### src/rtl/melody_seq.sv
// melody_seq -- programmable melody sequencer.
//
// Holds a writable note table ({pitch, duration}) and plays the first seq_len
// entries at a sample rate of clk/FS_DIV, optionally inserting a silent gap of
// GAP_SAMPLES ticks after each note, one-shot or looped.
//
// Ports:
//   clk, reset     system clock, synchronous active-low reset
//   start, stop    playback control (stop wins when both are high)
//   loop_en        wrap to note 0 after the last note (sampled at the wrap point)
//   seq_len        number of notes to play, 1..NUM_NOTES (latched at start)
//   wr_en/addr/... note table write port, usable in any state
//   pitch_o        current pitch maxval for the sine clkgen (0 = rest)
//   tone_on        high while a non-rest note is sounding
//   note_idx       index of the current note
//   busy           high in PLAY or GAP
//   done           one-cycle pulse when a one-shot sequence completes
//   fs_tick        one-cycle sample-rate strobe
module melody_seq #(
    parameter int PITCH_BITWIDTH = 9,
    parameter int DUR_BITWIDTH   = 13,
    parameter int NUM_NOTES      = 32,
    parameter int FS_DIV         = 1250,
    parameter int GAP_SAMPLES    = 200,
    localparam int IDX_W         = (NUM_NOTES > 1) ? $clog2(NUM_NOTES) : 1
) (
    input  logic                      clk,
    input  logic                      reset,
    input  logic                      start,
    input  logic                      stop,
    input  logic                      loop_en,
    input  logic [IDX_W:0]            seq_len,
    input  logic                      wr_en,
    input  logic [IDX_W-1:0]          wr_addr,
    input  logic [PITCH_BITWIDTH-1:0] wr_pitch,
    input  logic [DUR_BITWIDTH-1:0]   wr_dur,
    output logic [PITCH_BITWIDTH-1:0] pitch_o,
    output logic                      tone_on,
    output logic [IDX_W-1:0]          note_idx,
    output logic                      busy,
    output logic                      done,
    output logic                      fs_tick
);

    localparam int DIV_W    = (FS_DIV > 1) ? $clog2(FS_DIV) : 1;
    localparam int GAP_W    = (GAP_SAMPLES > 1) ? $clog2(GAP_SAMPLES) : 1;
    localparam int GAP_LAST = (GAP_SAMPLES > 0) ? GAP_SAMPLES - 1 : 0;

    localparam logic [DIV_W-1:0] DIV_LAST  = DIV_W'(FS_DIV - 1);
    localparam logic [IDX_W:0]   LEN_MAX   = (IDX_W + 1)'(NUM_NOTES);

    typedef struct packed {
        logic [PITCH_BITWIDTH-1:0] pitch;
        logic [DUR_BITWIDTH-1:0]   dur;
    } note_t;

    typedef enum logic [1:0] {
        IDLE = 2'd0,
        PLAY = 2'd1,
        GAP  = 2'd2
    } state_t;

    note_t table_q [NUM_NOTES];

    state_t                    state_q, state_d;
    logic [DIV_W-1:0]          div_q, div_d;
    logic                      fs_tick_q;
    logic [DUR_BITWIDTH-1:0]   dur_ctr_q, dur_ctr_d;
    logic [DUR_BITWIDTH-1:0]   dur_eff_q, dur_eff_d;
    logic [GAP_W-1:0]          gap_ctr_q, gap_ctr_d;
    logic [IDX_W-1:0]          idx_q, idx_d;
    logic [IDX_W:0]            len_q, len_d;
    logic [PITCH_BITWIDTH-1:0] pitch_q, pitch_d;
    logic                      tone_q, tone_d;
    logic                      done_q, done_d;

    logic                      adv, load, clear;
    logic [IDX_W-1:0]          load_idx;
    note_t                     rd;

    // Table has no reset: contents survive reset and stop.
    always_ff @(posedge clk) begin
        if (wr_en) begin
            table_q[wr_addr] <= '{pitch: wr_pitch, dur: wr_dur};
        end
    end

    always_comb begin
        state_d   = state_q;
        div_d     = (div_q == DIV_LAST) ? '0 : div_q + 1'b1;
        dur_ctr_d = dur_ctr_q;
        dur_eff_d = dur_eff_q;
        gap_ctr_d = gap_ctr_q;
        idx_d     = idx_q;
        len_d     = len_q;
        pitch_d   = pitch_q;
        tone_d    = tone_q;
        done_d    = 1'b0;
        adv       = 1'b0;
        load      = 1'b0;
        clear     = 1'b0;
        load_idx  = '0;
        rd        = '0;

        case (state_q)
            IDLE: begin
                if (start && !stop && seq_len != '0 && seq_len <= LEN_MAX) begin
                    len_d    = seq_len;
                    load     = 1'b1;
                    load_idx = '0;
                    // Realign the sample grid so every note lasts whole ticks.
                    div_d    = '0;
                end
            end
            PLAY: begin
                if (stop) begin
                    clear = 1'b1;
                end else if (fs_tick_q) begin
                    if (dur_ctr_q == dur_eff_q - 1'b1) begin
                        if (GAP_SAMPLES > 0) begin
                            state_d   = GAP;
                            tone_d    = 1'b0;
                            gap_ctr_d = '0;
                        end else begin
                            adv = 1'b1;
                        end
                    end else begin
                        dur_ctr_d = dur_ctr_q + 1'b1;
                    end
                end
            end
            GAP: begin
                if (stop) begin
                    clear = 1'b1;
                end else if (fs_tick_q) begin
                    if (gap_ctr_q == GAP_W'(GAP_LAST)) begin
                        adv = 1'b1;
                    end else begin
                        gap_ctr_d = gap_ctr_q + 1'b1;
                    end
                end
            end
            default: clear = 1'b1;
        endcase

        if (adv) begin
            if ({1'b0, idx_q} < len_q - 1'b1) begin
                load     = 1'b1;
                load_idx = idx_q + 1'b1;
            end else if (loop_en) begin
                load     = 1'b1;
                load_idx = '0;
            end else begin
                state_d   = IDLE;
                done_d    = 1'b1;
                pitch_d   = '0;
                tone_d    = 1'b0;
                idx_d     = '0;
                dur_ctr_d = '0;
                gap_ctr_d = '0;
            end
        end

        // Note load latches pitch and duration; later table writes to this
        // entry only take effect at its next load.
        if (load) begin
            rd        = table_q[load_idx];
            state_d   = PLAY;
            idx_d     = load_idx;
            pitch_d   = rd.pitch;
            tone_d    = (rd.pitch != '0);
            dur_eff_d = (rd.dur == '0) ? DUR_BITWIDTH'(1) : rd.dur;
            dur_ctr_d = '0;
        end

        if (clear) begin
            state_d   = IDLE;
            pitch_d   = '0;
            tone_d    = 1'b0;
            idx_d     = '0;
            dur_ctr_d = '0;
            gap_ctr_d = '0;
            done_d    = 1'b0;
        end
    end

    always_ff @(posedge clk) begin
        if (!reset) begin
            state_q   <= IDLE;
            div_q     <= '0;
            fs_tick_q <= 1'b0;
            dur_ctr_q <= '0;
            dur_eff_q <= '0;
            gap_ctr_q <= '0;
            idx_q     <= '0;
            len_q     <= '0;
            pitch_q   <= '0;
            tone_q    <= 1'b0;
            done_q    <= 1'b0;
        end else begin
            state_q   <= state_d;
            div_q     <= div_d;
            fs_tick_q <= (div_d == DIV_LAST);
            dur_ctr_q <= dur_ctr_d;
            dur_eff_q <= dur_eff_d;
            gap_ctr_q <= gap_ctr_d;
            idx_q     <= idx_d;
            len_q     <= len_d;
            pitch_q   <= pitch_d;
            tone_q    <= tone_d;
            done_q    <= done_d;
        end
    end

    assign pitch_o  = pitch_q;
    assign tone_on  = tone_q;
    assign note_idx = idx_q;
    assign busy     = (state_q != IDLE);
    assign done     = done_q;
    assign fs_tick  = fs_tick_q;

endmodule
### config.mk
export PLATFORM = sky130hd
export DESIGN_NAME = melody_seq
export DESIGN_NICKNAME = d
export VERILOG_FILES = /design/src/rtl/melody_seq.sv
export SDC_FILE = /design/constraint.sdc
export NUM_CORES = 1
export LEC_CHECK = 0
export CORE_MARGIN = 4
export CORE_UTILIZATION = 50
export DETAILED_ROUTE_END_ITERATION = 10
export DONT_BUFFER_PORTS = 1
export MAX_ROUTING_LAYER = met4
export PLACE_DENSITY = 0.74
export SLEW_MARGIN = 25
export SYNTH_ARGS = -nofsm -noshare
export SYNTH_HDL_FRONTEND = slang
export SYNTH_SLANG_ARGS = --single-unit
### constraint.sdc
create_clock -name clk -period 3.2 [get_ports clk]
set_input_delay 0.16 -clock clk [delete_from_list [all_inputs] [get_ports clk]]
set_output_delay 0.16 -clock clk [all_outputs]
set_load 0.02 [all_outputs]
======== Word-level counts from Yosys, hierarchy flattened ========
Memory sizes are Yosys's and may differ from the RTL's.
Cells that the tools add are included.
word-level totals
  logic and storage cells ................. 108
  RAM bits ................................ 704
  bits in registers ....................... 70
  memories ................................ 1
  input bits .............................. 39
cells by class
  add/sub/neg operators ................... 6
  bitwise logic cells ..................... 2
  reductions and logical operators ........ 16
  order comparisons ....................... 2
  equality and inequality tests ........... 8
  multiplexer cells ....................... 61
memories
  name     words  width  rd ports  clocked after memory_dff  wr ports  RTL line  RTL
  table_q  32     22     1         0                         1         63        note_t table_q [NUM_NOTES];
operators by type and width
  operator                                            number
  2-to-1 mux 13 bit                                   8
  2-to-1 mux 8 bit                                    9
  2-to-1 mux 9 bit                                    4
  2-to-1 mux 11 bit                                   3
  2-to-1 mux 5 bit                                    6
  == test 11 bit, second input constant               2
  2-to-1 mux 1 bit                                    22
  case mux 8 bit (2 select lines)                     1
  2-to-1 mux 2 bit                                    7
  adder 13 x 1 -> 13 bit, second input constant       1
  == test 13 bit                                      1
  zero test 13 bit                                    1
  subtractor 13 x 1 -> 13 bit, second input constant  1
  adder 11 x 1 -> 11 bit, second input constant       1
  nonzero test 9 bit                                  1
  adder 8 x 1 -> 8 bit, second input constant         1
  == test 8 bit, second input constant                1
  <= comparator 6 bit, second input constant          1
  less-than comparator 5 x 6 -> 1 bit                 1
  nonzero test 6 bit                                  1
  subtractor 6 x 1 -> 6 bit, second input constant    1
  adder 5 x 1 -> 5 bit, second input constant         1
  nonzero test 2 bit                                  2
  OR reduction 2 bit                                  2
  13 further kinds                                    16

======== Longest topological paths before layout ========
Gate-level depths: netlist of run 1.
  depth after elaboration ................. 11
  depth in mapped cells ................... 19
  mapped depth without buffers ............ 15

======== Least setup slack after synthesis of run 1 ========
No wires, ideal clock.
  path type ............................... flip-flop to flip-flop
  from .................................... register len_q[0]
  to ...................................... register dur_eff_q[0]
  path buffers ............................ 2
  data arrival time ....................... 3.413 ns
  setup time .............................. 0.069 ns
  setup slack ............................. -0.281 ns
  data required time ...................... 3.131 ns
  clock period less this slack ............ 3.481 ns
  stages on the path, launching flop included .. 16
  cells stage by stage .................... dfxtp_1 > or3_4 > xor2_1 > ha_1 > a21o_1 > a21o_1 > o211a_4 > buf_6 > nor2_1 > buf_2 > mux2_2 > a221oi_1 > o31ai_1 > nor4_1 > nand4b_1 > o21ai_1
between the ends
  word-level cells in the longest chain between the ends .. 7
  elaborated cells between the ends (all ways) .. 9
ends and longest elaborated chain
  element                                  RTL line  RTL
  from (decl)                              72        logic [IDX_W:0] len_q, len_d;
  from (signal assigned)                   208       len_q <= len_d;
  subtractor 6 x 1 -> 6 bit (*)            147       if ({1'b0, idx_q} < len_q - 1'b1) begin
  less-than comparator 5 x 6 -> 1 bit (*)  147
  2-to-1 mux 5 bit                         147
  2-to-1 mux 5 bit                         146       if (adv) begin
  memory (32 x 22 bit)                     n/a
  zero test 13 bit                         172       dur_eff_d = (rd.dur == '0) ? DUR_BITWIDTH'(1) : rd.dur;
  2-to-1 mux 13 bit                        172
  to (signal assigned)                     205       dur_eff_q <= dur_eff_d;
  to (decl)                                69        logic [DUR_BITWIDTH-1:0] dur_eff_q, dur_eff_d;
Mark *: on every way between the ends. The rest lies on a longest branch, timed or not.
A chain may end at the register's enable or synchronous reset.

======== Final worst setup path of run 1 ========
Ends and elaborated chain as after synthesis.

==> report_table.html, run 1 <==
<table>
<tr><th>Metric</th><th>Value</th></tr>
<tr><th colspan="2">Run status</th></tr>
<tr><td>Run status</td><td>finished with violations</td></tr>
<tr><td>Failing checks</td><td>negative setup slack</td></tr>
<tr><th colspan="2">Critical path</th></tr>
<tr><td>Data arrival time of the critical path</td><td>4360 ps</td></tr>
<tr><td>Type of the setup path with the least slack</td><td>reg -&gt; reg</td></tr>
<tr><td>Origin of the worst setup path</td><td>len_q[0]</td></tr>
<tr><td>Cell breakdown of the critical path</td><td>or3_4 &gt; xor2_1 &gt; ha_1 &gt; a21o_1 &gt; a21o_4 &gt; o211a_4 &gt; buf_6 &gt; nor2_4 &gt; mux2_4 &gt; o21ai_2 &gt; nand2_1 &gt; or3_4 &gt; or4_4 &gt; o21ai_2</td></tr>
<tr><td>R2R Path End</td><td>dur_eff_q[0]</td></tr>
<tr><td>Peak fanout along the critical path</td><td>5</td></tr>
<tr><td>Internal reg-to-reg setup slack</td><td>-580 ps</td></tr>
<tr><td>Endpoint kind of the worst setup timing path</td><td>register</td></tr>
<tr><td>Logic depth of the worst setup path including buffers</td><td>14</td></tr>
<tr><td>Sum of buffers and inverters on the critical path</td><td>1</td></tr>
<tr><td>Path depth of the worst reg2reg path</td><td>14</td></tr>
<tr><td>Slowest CP cell</td><td>sky130_fd_sc_hd__or4_4</td></tr>
<tr><td>Startpoint type of the worst setup path</td><td>register</td></tr>
<tr><td>R2r startpoint</td><td>len_q[0]</td></tr>
<tr><td>Delay-heaviest family, CP</td><td>simple AND/OR/NAND/NOR gates</td></tr>
<tr><td>Crit-path max cell delay</td><td>500 ps</td></tr>
<tr><td>Worst setup path endpoint</td><td>dur_eff_q[0]</td></tr>
<tr><td>Data required time at the worst endpoint</td><td>3780 ps</td></tr>
<tr><th colspan="2">STA</th></tr>
<tr><td>Final period utilization</td><td>118%</td></tr>
<tr><td>Top achievable clock speed</td><td>0.264 GHz</td></tr>
<tr><td>Worst clock skew on the final layout</td><td>26.6 ps</td></tr>
<tr><td>Actual transition at the worst max-transition pin</td><td>1080 ps</td></tr>
<tr><td>Post-layout minimum cycle time</td><td>3780 ps</td></tr>
<tr><td>Setup-violating endpoint count in the final report</td><td>23</td></tr>
<tr><td>Relative slew slack</td><td>27.8%</td></tr>
<tr><td>Count of endpoints failing hold in the final timing report</td><td>0</td></tr>
<tr><td>Final worst setup slack</td><td>-584 ps</td></tr>
<tr><td>Max Slew Vio Count</td><td>0</td></tr>
<tr><td>Setup repair after global routing missed its margin</td><td>true</td></tr>
<tr><th colspan="2">Placed design</th></tr>
<tr><td>Inst Count DP</td><td>3264</td></tr>
<tr><td>Buffers added on ports</td><td>0</td></tr>
<tr><td>DP Wirelength</td><td>65.3 mm</td></tr>
<tr><td>GP Congestion</td><td>0.993</td></tr>
<tr><td>Setup slack at placement</td><td>-796 ps</td></tr>
<tr><td>Cell Area, Placed</td><td>35500 µm²</td></tr>
<tr><th colspan="2">Routing</th></tr>
<tr><td>Avg WL per Cell</td><td>30.1 µm</td></tr>
<tr><td>Wire length on met3</td><td>14.3 mm</td></tr>
<tr><td>Wl on met1</td><td>38.2 mm</td></tr>
<tr><td>Final WL</td><td>105 mm</td></tr>
<tr><td>Vias</td><td>22800</td></tr>
<tr><td>Post-detailed-route count of antenna-violating nets</td><td>0</td></tr>
<tr><td>Top layer used by detailed routing</td><td>met4</td></tr>
<tr><td>Detailed-route DRC error count</td><td>0</td></tr>
<tr><td>Detailed-router iteration count before antenna repair</td><td>7</td></tr>
<tr><td>Via-to-Cell Ratio</td><td>6.52</td></tr>
<tr><td>Sum of met2 wire segment lengths after detailed routing</td><td>48.3 mm</td></tr>
<tr><td>Drt first-iter violations</td><td>3604</td></tr>
<tr><th colspan="2">Synth</th></tr>
<tr><td>Synthesis-stage register bit count</td><td>774</td></tr>
<tr><td>Post-Synthesis Cells</td><td>2208</td></tr>
<tr><td>Cell taking the most area after synthesis</td><td>sky130_fd_sc_hd__edfxtp_1</td></tr>
<tr><td>Library cell with the highest instance count after synthesis</td><td>sky130_fd_sc_hd__edfxtp_1</td></tr>
<tr><td>Cell types with the highest counts after synthesis</td><td>704 x sky130_fd_sc_hd__edfxtp_1, 195 x sky130_fd_sc_hd__nor2_1, 171 x sky130_fd_sc_hd__nand2_1, 84 x sky130_fd_sc_hd__a21oi_1, 81 x sky130_fd_sc_hd__clkbuf_1</td></tr>
<tr><td>Sequential area share after synthesis</td><td>70.8%</td></tr>
<tr><td>Net count after synthesis</td><td>2261</td></tr>
<tr><td>Average footprint of a synthesized cell</td><td>14.4 µm²</td></tr>
<tr><td>Portion of synthesized cell area occupied by the leading cell type</td><td>66.4%</td></tr>
<tr><td>Netlist cell types</td><td>90</td></tr>
<tr><td>Ys async rst share</td><td>0%</td></tr>
<tr><td>Synth area leaders</td><td>sky130_fd_sc_hd__edfxtp_1 66%, sky130_fd_sc_hd__dfxtp_1 4.4%, sky130_fd_sc_hd__mux4_2 3.0%</td></tr>
<tr><td>Count of yosys warnings during synthesis</td><td>0</td></tr>
<tr><td>Most used flip-flop cell after synthesis</td><td>sky130_fd_sc_hd__edfxtp_1</td></tr>
<tr><td>Number of enable flip-flop cells after synthesis</td><td>704</td></tr>
<tr><td>Synthesized area</td><td>31900 µm²</td></tr>
<tr><th colspan="2">CTS</th></tr>
<tr><td>Clock sink total</td><td>774</td></tr>
<tr><td>Clock Tree Root</td><td>sky130_fd_sc_hd__clkbuf_16</td></tr>
<tr><td>TritonCTS clock tree</td><td>built</td></tr>
<tr><td>Clock insertion delay at the later pin of the skew report</td><td>640 ps</td></tr>
<tr><td>Clock buffer depth</td><td>3</td></tr>
<tr><td>Number of buffers inserted during clock tree synthesis</td><td>79</td></tr>
<tr><td>Clk pin slew, worst setup/hold paths</td><td>70 ps</td></tr>
<tr><td>Maximum level of the CTS H-tree</td><td>3</td></tr>
<tr><th colspan="2">Pwr</th></tr>
<tr><td>Power density of the placed cells</td><td>533 nW/µm²</td></tr>
<tr><td>Worst supply voltage drop on vdd</td><td>0.368 mV</td></tr>
<tr><td>Leakage dissipation</td><td>13.2 nW</td></tr>
<tr><th colspan="2">Finish</th></tr>
<tr><td>Share of post-route cells with drive strength above 1</td><td>29.9%</td></tr>
<tr><td>Filler-free cell count of the finished design</td><td>3494</td></tr>
<tr><td>Number of inserted diodes</td><td>0</td></tr>
<tr><td>Final design utilization</td><td>63.1%</td></tr>
<tr><td>Final Instance Area</td><td>39800 µm²</td></tr>
<tr><td>Number of nets in the layout</td><td>2637</td></tr>
<tr><td>Area growth syn-to-layout</td><td>25.0%</td></tr>
<tr><th colspan="2">GRT</th></tr>
<tr><td>Antenna violations before repair</td><td>0</td></tr>
<tr><td>First-pass GRT wire length</td><td>151 mm</td></tr>
<tr><td>Via count of the first global-routing pass</td><td>22400</td></tr>
<tr><td>Pin count of the biggest net entering global routing</td><td>35</td></tr>
<tr><td>Final global-route overflow total</td><td>0</td></tr>
<tr><td>Tot GR Track Use</td><td>31.5%</td></tr>
<tr><th colspan="2">Floorplan</th></tr>
<tr><td>Number of I/O pins</td><td>57</td></tr>
<tr><td>Num rows</td><td>92</td></tr>
<tr><td>Chip height</td><td>260 µm</td></tr>
<tr><td>Die Span X</td><td>260 µm</td></tr>
<tr><td>Die footprint</td><td>67800 µm²</td></tr>
<tr><td>Starting density of the core</td><td>50.5%</td></tr>
<tr><td>Area inside the core boundary</td><td>63100 µm²</td></tr>
<tr><th colspan="2">Run</th></tr>
<tr><td>Max capacitance violation total</td><td>0</td></tr>
<tr><th colspan="2">Worst hold path</th></tr>
<tr><td>Hold/Removal Path Class</td><td>in -&gt; reg</td></tr>
<tr><td>Worst min-delay path startpoint</td><td>wr_dur[11]</td></tr>
</table>
[worst min path at each step]
stage / end / cells past startpoint
final: table_q[16][11] / 1
after global routing: gap_ctr_q[1] / 4
after CTS: gap_ctr_q[1] / 4
after detailed placement: table_q[5][3] / 0
after global placement: done / 1
after floorplan: done / 1
[final cells by class]
| class | instances | area, µm² |
|---|---|---|
| clock buffers | 89 | 2080 |
| clock inverters | 56 | 572 |
| fillers | 4481 | 23200 |
| inverters | 24 | 90.1 |
| multi-input cells | 1276 | 9700 |
| flip-flops and latches | 774 | 22500 |
| well taps | 846 | 1060 |
| repair buffers | 429 | 3780 |
[worst register-to-register path, delay by kind of cell (launching register included)]
kind | cells | cell delay [ps]
buffers and inverters | 1 | 150
and+or+nand+nor | 5 | 1460
DFF | 1 | 320
adders and majority gates | 1 | 330
muxes | 1 | 320
xor gates and xnor gates | 1 | 160
AOI/OAI and AO/OA | 5 | 1010
[power breakdown]
part | leakage, nW | internal, mW | total [mW] | switching, mW
Combinational | 4.99 | 0.175 | 0.571 | 0.396
Clock | 1.27 | 5.50 | 9.45 | 3.94
Sequential | 6.91 | 11.1 | 11.2 | 0.0547
Total | 13.2 | 16.8 | 21.2 | 4.39
[placed cells by master, fill, tap and decap left out, drive strengths merged, types with 26 or more instances in the layout]
| cell type | n |
|---|---|
| mux2 | 27 |
| inv | 26 |
| a211oi | 42 |
| mux2i | 78 |
| edfxtp | 704 |
| dfxtp | 70 |
| and3 | 26 |
| a21oi | 84 |
| nand3 | 48 |
| buf | 404 |
| xnor2 | 28 |
| clkinv | 34 |
| mux4 | 42 |
| clkbuf | 91 |
| nand2 | 171 |
| o21ai | 79 |
| nor3 | 64 |
| nor2 | 195 |
| o22ai | 51 |
[per-layer routing]
layer | global-route usage, % | vias up
li1 | - | 9452
met1 | 41.5 | 11200
met5 | - | -
met4 | 11.7 | 0
met2 | 47.7 | 1829
met3 | 8.11 | 313
[what timing repair did]
item                                    in CTS  in global routing
cloned                                       2                  3
pin swaps                                   37                 58
resized for setup                          115                113
buffers inserted                            21                 18
hold buffers                                44                  0
endpoints found under the hold margin      746                  0
endpoints found under the setup margin      32                 49
[metrics by stage]
stage | TNS, ps | total power, mW | hold WS (ps)
2_1_floorplan | -358 | 11.6 | 239
3_3_place_gp | -10670 | 11.8 | 260
3_5_place_dp | -11750 | 11.8 | 260
4_1_cts | -7790 | 21.2 | 12.0
5_1_grt | -12620 | 21.8 | 46.8
6_report | -10230 | 21.2 | 22.2
[cells by family (layout without fill, tap and decap cells)]
group	count (synthesis)	count (layout)	synth area share, %
XOR/XNOR	47	47	1.29
flip-flops	774	774	70.8
AO/OA/AOI/OAI	438	439	9.55
AND/OR/NAND/NOR	628	629	9.33
buffers and inverters	160	598	2.14
adder cells (fa/ha/maj)	14	14	0.550
multiplexers	147	147	6.37
[flip-flops by register name, indices dropped and copies added, names as in the netlist]
register / flops
tone_on: 1
dur_ctr_q: 13
dur_eff_q: 13
len_q: 6
note_idx: 5
table_q: 704
state_q: 2
pitch_o: 9
gap_ctr_q: 8
div_q: 11
done: 1
fs_tick: 1
Note: power is estimated with default switching activity, not from simulation.
==> inputs of run 2 (changes only) <==
- ABC_AREA: default -> 1
- PLACE_DENSITY: 0.74 -> 0.71
- clock period: 3.2 -> 4.32 ns (I/O delays scaled with it)
==> report_table.html, run 2 <==
<table>
<tr><th>Metric</th><th>Value</th></tr>
<tr><th colspan="2">Worst hold path</th></tr>
<tr><td>Worst hold path stage count</td><td>3</td></tr>
<tr><td>Hold/Removal Path Class</td><td>in -&gt; reg</td></tr>
<tr><th colspan="2">STA</th></tr>
<tr><td>Top achievable clock speed</td><td>0.252 GHz</td></tr>
<tr><td>Max Slew Vio Count</td><td>0</td></tr>
<tr><td>Post-layout minimum cycle time</td><td>3970 ps</td></tr>
<tr><td>Relative slew slack</td><td>27.8%</td></tr>
<tr><td>Setup repair after global routing missed its margin</td><td>false</td></tr>
<tr><td>Final worst setup slack</td><td>352 ps</td></tr>
<tr><td>Worst clock skew on the final layout</td><td>18.8 ps</td></tr>
<tr><td>Final period utilization</td><td>91.8%</td></tr>
<tr><td>Setup-violating endpoint count in the final report</td><td>0</td></tr>
<tr><td>Actual transition at the worst max-transition pin</td><td>1080 ps</td></tr>
<tr><td>Post-Route Setup TNS</td><td>0 ps</td></tr>
<tr><td>Count of endpoints failing hold in the final timing report</td><td>0</td></tr>
<tr><th colspan="2">Synth</th></tr>
<tr><td>Number of enable flip-flop cells after synthesis</td><td>704</td></tr>
<tr><td>Cell taking the most area after synthesis</td><td>sky130_fd_sc_hd__edfxtp_1</td></tr>
<tr><td>Portion of synthesized cell area occupied by the leading cell type</td><td>61.7%</td></tr>
<tr><td>Synth area leaders</td><td>sky130_fd_sc_hd__edfxtp_1 62%, sky130_fd_sc_hd__nand3_1 7.9%, sky130_fd_sc_hd__inv_1 6.0%</td></tr>
<tr><td>Synthesis-stage register bit count</td><td>774</td></tr>
<tr><td>Post-Synthesis Cells</td><td>3238</td></tr>
<tr><td>Cell types with the highest counts after synthesis</td><td>704 x sky130_fd_sc_hd__edfxtp_1, 552 x sky130_fd_sc_hd__inv_1, 540 x sky130_fd_sc_hd__nand3_1, 496 x sky130_fd_sc_hd__nand2_1, 176 x sky130_fd_sc_hd__nand4_1</td></tr>
<tr><td>Ys async rst share</td><td>0%</td></tr>
<tr><td>Average footprint of a synthesized cell</td><td>10.6 µm²</td></tr>
<tr><td>Sequential area share after synthesis</td><td>65.8%</td></tr>
<tr><td>Count of yosys warnings during synthesis</td><td>0</td></tr>
<tr><td>Netlist cell types</td><td>41</td></tr>
<tr><td>Net count after synthesis</td><td>3291</td></tr>
<tr><td>Library cell with the highest instance count after synthesis</td><td>sky130_fd_sc_hd__edfxtp_1</td></tr>
<tr><td>Synthesized area</td><td>34300 µm²</td></tr>
<tr><td>Most used flip-flop cell after synthesis</td><td>sky130_fd_sc_hd__edfxtp_1</td></tr>
<tr><th colspan="2">Critical path</th></tr>
<tr><td>Slowest CP cell</td><td>sky130_fd_sc_hd__buf_12</td></tr>
<tr><td>Path depth of the worst reg2reg path</td><td>21</td></tr>
<tr><td>Sum of buffers and inverters on the critical path</td><td>2</td></tr>
<tr><td>Cell breakdown of the critical path</td><td>inv_1 &gt; ha_1 &gt; nand3_1 &gt; xor2_1 &gt; ha_1 &gt; and3_1 &gt; nand2_1 &gt; nand2_1 &gt; nand2_4 &gt; nand3_4 &gt; buf_12 &gt; o211ai_1 &gt; nand3_1 &gt; nand3_1 &gt; nand3_1 &gt; nand2_1 &gt; nand3_1 &gt; nor2_1 &gt; nand2_1 &gt; nand2_1 &gt; nand2_1</td></tr>
<tr><td>Cell repeated most along the worst path</td><td>sky130_fd_sc_hd__nand2_1</td></tr>
<tr><td>Peak fanout along the critical path</td><td>100</td></tr>
<tr><td>Delay-heaviest family, CP</td><td>simple AND/OR/NAND/NOR gates</td></tr>
<tr><td>Data required time at the worst endpoint</td><td>4830 ps</td></tr>
<tr><td>Type of the setup path with the least slack</td><td>reg -&gt; reg</td></tr>
<tr><td>Startpoint type of the worst setup path</td><td>register</td></tr>
<tr><td>Logic depth of the worst setup path including buffers</td><td>21</td></tr>
<tr><td>Crit-path max cell delay</td><td>360 ps</td></tr>
<tr><td>Data arrival time of the critical path</td><td>4480 ps</td></tr>
<tr><td>Endpoint kind of the worst setup timing path</td><td>register</td></tr>
<tr><th colspan="2">Pwr</th></tr>
<tr><td>Worst supply voltage drop on vdd</td><td>0.305 mV</td></tr>
<tr><td>Power density of the placed cells</td><td>403 nW/µm²</td></tr>
<tr><td>Leakage dissipation</td><td>15.3 nW</td></tr>
<tr><th colspan="2">GRT</th></tr>
<tr><td>Via count of the first global-routing pass</td><td>22900</td></tr>
<tr><td>Pin count of the biggest net entering global routing</td><td>153</td></tr>
<tr><td>Final global-route overflow total</td><td>0</td></tr>
<tr><td>First-pass GRT wire length</td><td>139 mm</td></tr>
<tr><td>Tot GR Track Use</td><td>25.6%</td></tr>
<tr><td>Antenna violations before repair</td><td>3</td></tr>
<tr><th colspan="2">Finish</th></tr>
<tr><td>Filler-free cell count of the finished design</td><td>4174</td></tr>
<tr><td>Flip-flop count of the largest register after layout</td><td>704</td></tr>
<tr><td>Number of nets in the layout</td><td>3288</td></tr>
<tr><td>Final design utilization</td><td>57.3%</td></tr>
<tr><td>Share of post-route cells with drive strength above 1</td><td>8.39%</td></tr>
<tr><td>Commonest cells after routing, fill and taps aside</td><td>704 x sky130_fd_sc_hd__edfxtp_1, 552 x sky130_fd_sc_hd__inv_1, 539 x sky130_fd_sc_hd__nand3_1</td></tr>
<tr><td>Largest registers in the final layout</td><td>table_q (704), dur_ctr_q (13), dur_eff_q (13)</td></tr>
<tr><td>Area growth syn-to-layout</td><td>12.9%</td></tr>
<tr><td>Leading cell type in the layout, fill and taps excluded</td><td>sky130_fd_sc_hd__edfxtp_1</td></tr>
<tr><td>Largest reg by FF count</td><td>table_q</td></tr>
<tr><td>Filler instances</td><td>5435</td></tr>
<tr><td>Final Instance Area</td><td>38700 µm²</td></tr>
<tr><th colspan="2">Placed design</th></tr>
<tr><td>DP Wirelength</td><td>50.6 mm</td></tr>
<tr><td>Cell Area, Placed</td><td>35700 µm²</td></tr>
<tr><td>Inst Count DP</td><td>3988</td></tr>
<tr><td>GP Congestion</td><td>0.836</td></tr>
<tr><td>Setup slack at placement</td><td>465 ps</td></tr>
<tr><td>Buffers added on ports</td><td>0</td></tr>
<tr><th colspan="2">Floorplan</th></tr>
<tr><td>Die Span X</td><td>270 µm</td></tr>
<tr><td>Starting density of the core</td><td>50.7%</td></tr>
<tr><td>Num rows</td><td>95</td></tr>
<tr><td>Die footprint</td><td>72800 µm²</td></tr>
<tr><td>Chip height</td><td>270 µm</td></tr>
<tr><td>Number of I/O pins</td><td>57</td></tr>
<tr><td>Area inside the core boundary</td><td>67500 µm²</td></tr>
<tr><th colspan="2">CTS</th></tr>
<tr><td>Post CTS Setup Buffer Count</td><td>0</td></tr>
<tr><td>PostCTS Resize Cnt</td><td>0</td></tr>
<tr><td>Maximum level of the CTS H-tree</td><td>3</td></tr>
<tr><td>Clock insertion delay at the later pin of the skew report</td><td>640 ps</td></tr>
<tr><td>Clock sink total</td><td>774</td></tr>
<tr><td>TritonCTS clock tree</td><td>built</td></tr>
<tr><td>Number of buffers inserted during clock tree synthesis</td><td>81</td></tr>
<tr><td>Clock buffer depth</td><td>3</td></tr>
<tr><td>Clock Tree Root</td><td>sky130_fd_sc_hd__clkbuf_16</td></tr>
<tr><td>Clk pin slew, worst setup/hold paths</td><td>60 ps</td></tr>
<tr><th colspan="2">Run</th></tr>
<tr><td>Max capacitance violation total</td><td>0</td></tr>
<tr><th colspan="2">Routing</th></tr>
<tr><td>Post-detailed-route count of antenna-violating nets</td><td>0</td></tr>
<tr><td>Vias</td><td>24300</td></tr>
<tr><td>Drt first-iter violations</td><td>3234</td></tr>
<tr><td>Detailed-route DRC error count</td><td>0</td></tr>
<tr><td>Avg WL per Cell</td><td>22.1 µm</td></tr>
<tr><td>Detailed-router iteration count before antenna repair</td><td>6</td></tr>
<tr><td>Via-to-Cell Ratio</td><td>5.82</td></tr>
<tr><td>Final WL</td><td>92.3 mm</td></tr>
<tr><th colspan="2">Run status</th></tr>
<tr><td>Run status</td><td>finished, final reports clean</td></tr>
</table>
==> run 2: path summary, 6_finish.rpt <==
check	start	end	slack (ps)
worst max-delay path	len_q[0]	tone_on	350
worst min-delay path	seq_len[5]	len_q[3]	80
worst max register to register	len_q[0]	tone_on	350
worst min register to register	dur_eff_q[1]	dur_eff_q[1]	460
==> run 2: timing repair <==
item / in CTS / in global routing
endpoints found under the hold margin: 743 / 0
hold buffers: 34 / 0
setup endpoints to repair: 0 / 0
==> run 2: cell type report <==
type                    instances  area, µm²  share of cell area (%)
clock buffers                 103       2200                    5.70
flip-flops and latches        774      22500                    58.3
inverters                     558       2100                    5.44
diodes                          1       2.50                 0.00647
well taps                     873       1090                    2.82
repair buffers                110       1360                    3.53
multi-input cells            1710       8980                    23.2
clock inverters                45        404                    1.04
==> run 2: metrics by stage <==
stage / total power [mW] / hold slack, ps
floorplan: 8.63 / 315
global placement: 8.72 / 317
detailed placement: 8.73 / 317
CTS: 15.6 / 61.4
global route: 16.0 / 107
finish: 15.6 / 78.3
==> run 2: logic make-up (layout without fill, tap and decap cells) <==
group / after synthesis / in the layout / share of synthesized area, %
buffers and inverters: 754 / 816 / 8.71
flip-flops: 774 / 774 / 65.8
AND/OR/NAND/NOR: 1413 / 1413 / 19.2
XOR/XNOR: 42 / 42 / 1.07
adder cells (fa/ha/maj): 14 / 14 / 0.511
other: 0 / 1 / 0
AO/OA/AOI/OAI: 241 / 241 / 4.70
==> run 2: metal layers <==
| metal | share of wire (%) | GRT usage (%) |
|---|---|---|
| met1 | 39 | 33.8 |
| met2 | 48 | 40.8 |
| met3 | 10 | 4.77 |
| met4 | 2.4 | 7.56 |
| met5 | 0 | - |
==> run 2: power by group <==
part	switching, mW	internal [mW]
clock	2.90	3.98
sequential	0.0404	8.26
combinational	0.293	0.106
==> run 2: worst min-delay path, cell delays in order <==
cell	delay, ps
sky130_fd_sc_hd__a221oi_1	50
sky130_fd_sc_hd__nand2_1	280
sky130_fd_sc_hd__a21oi_1	120
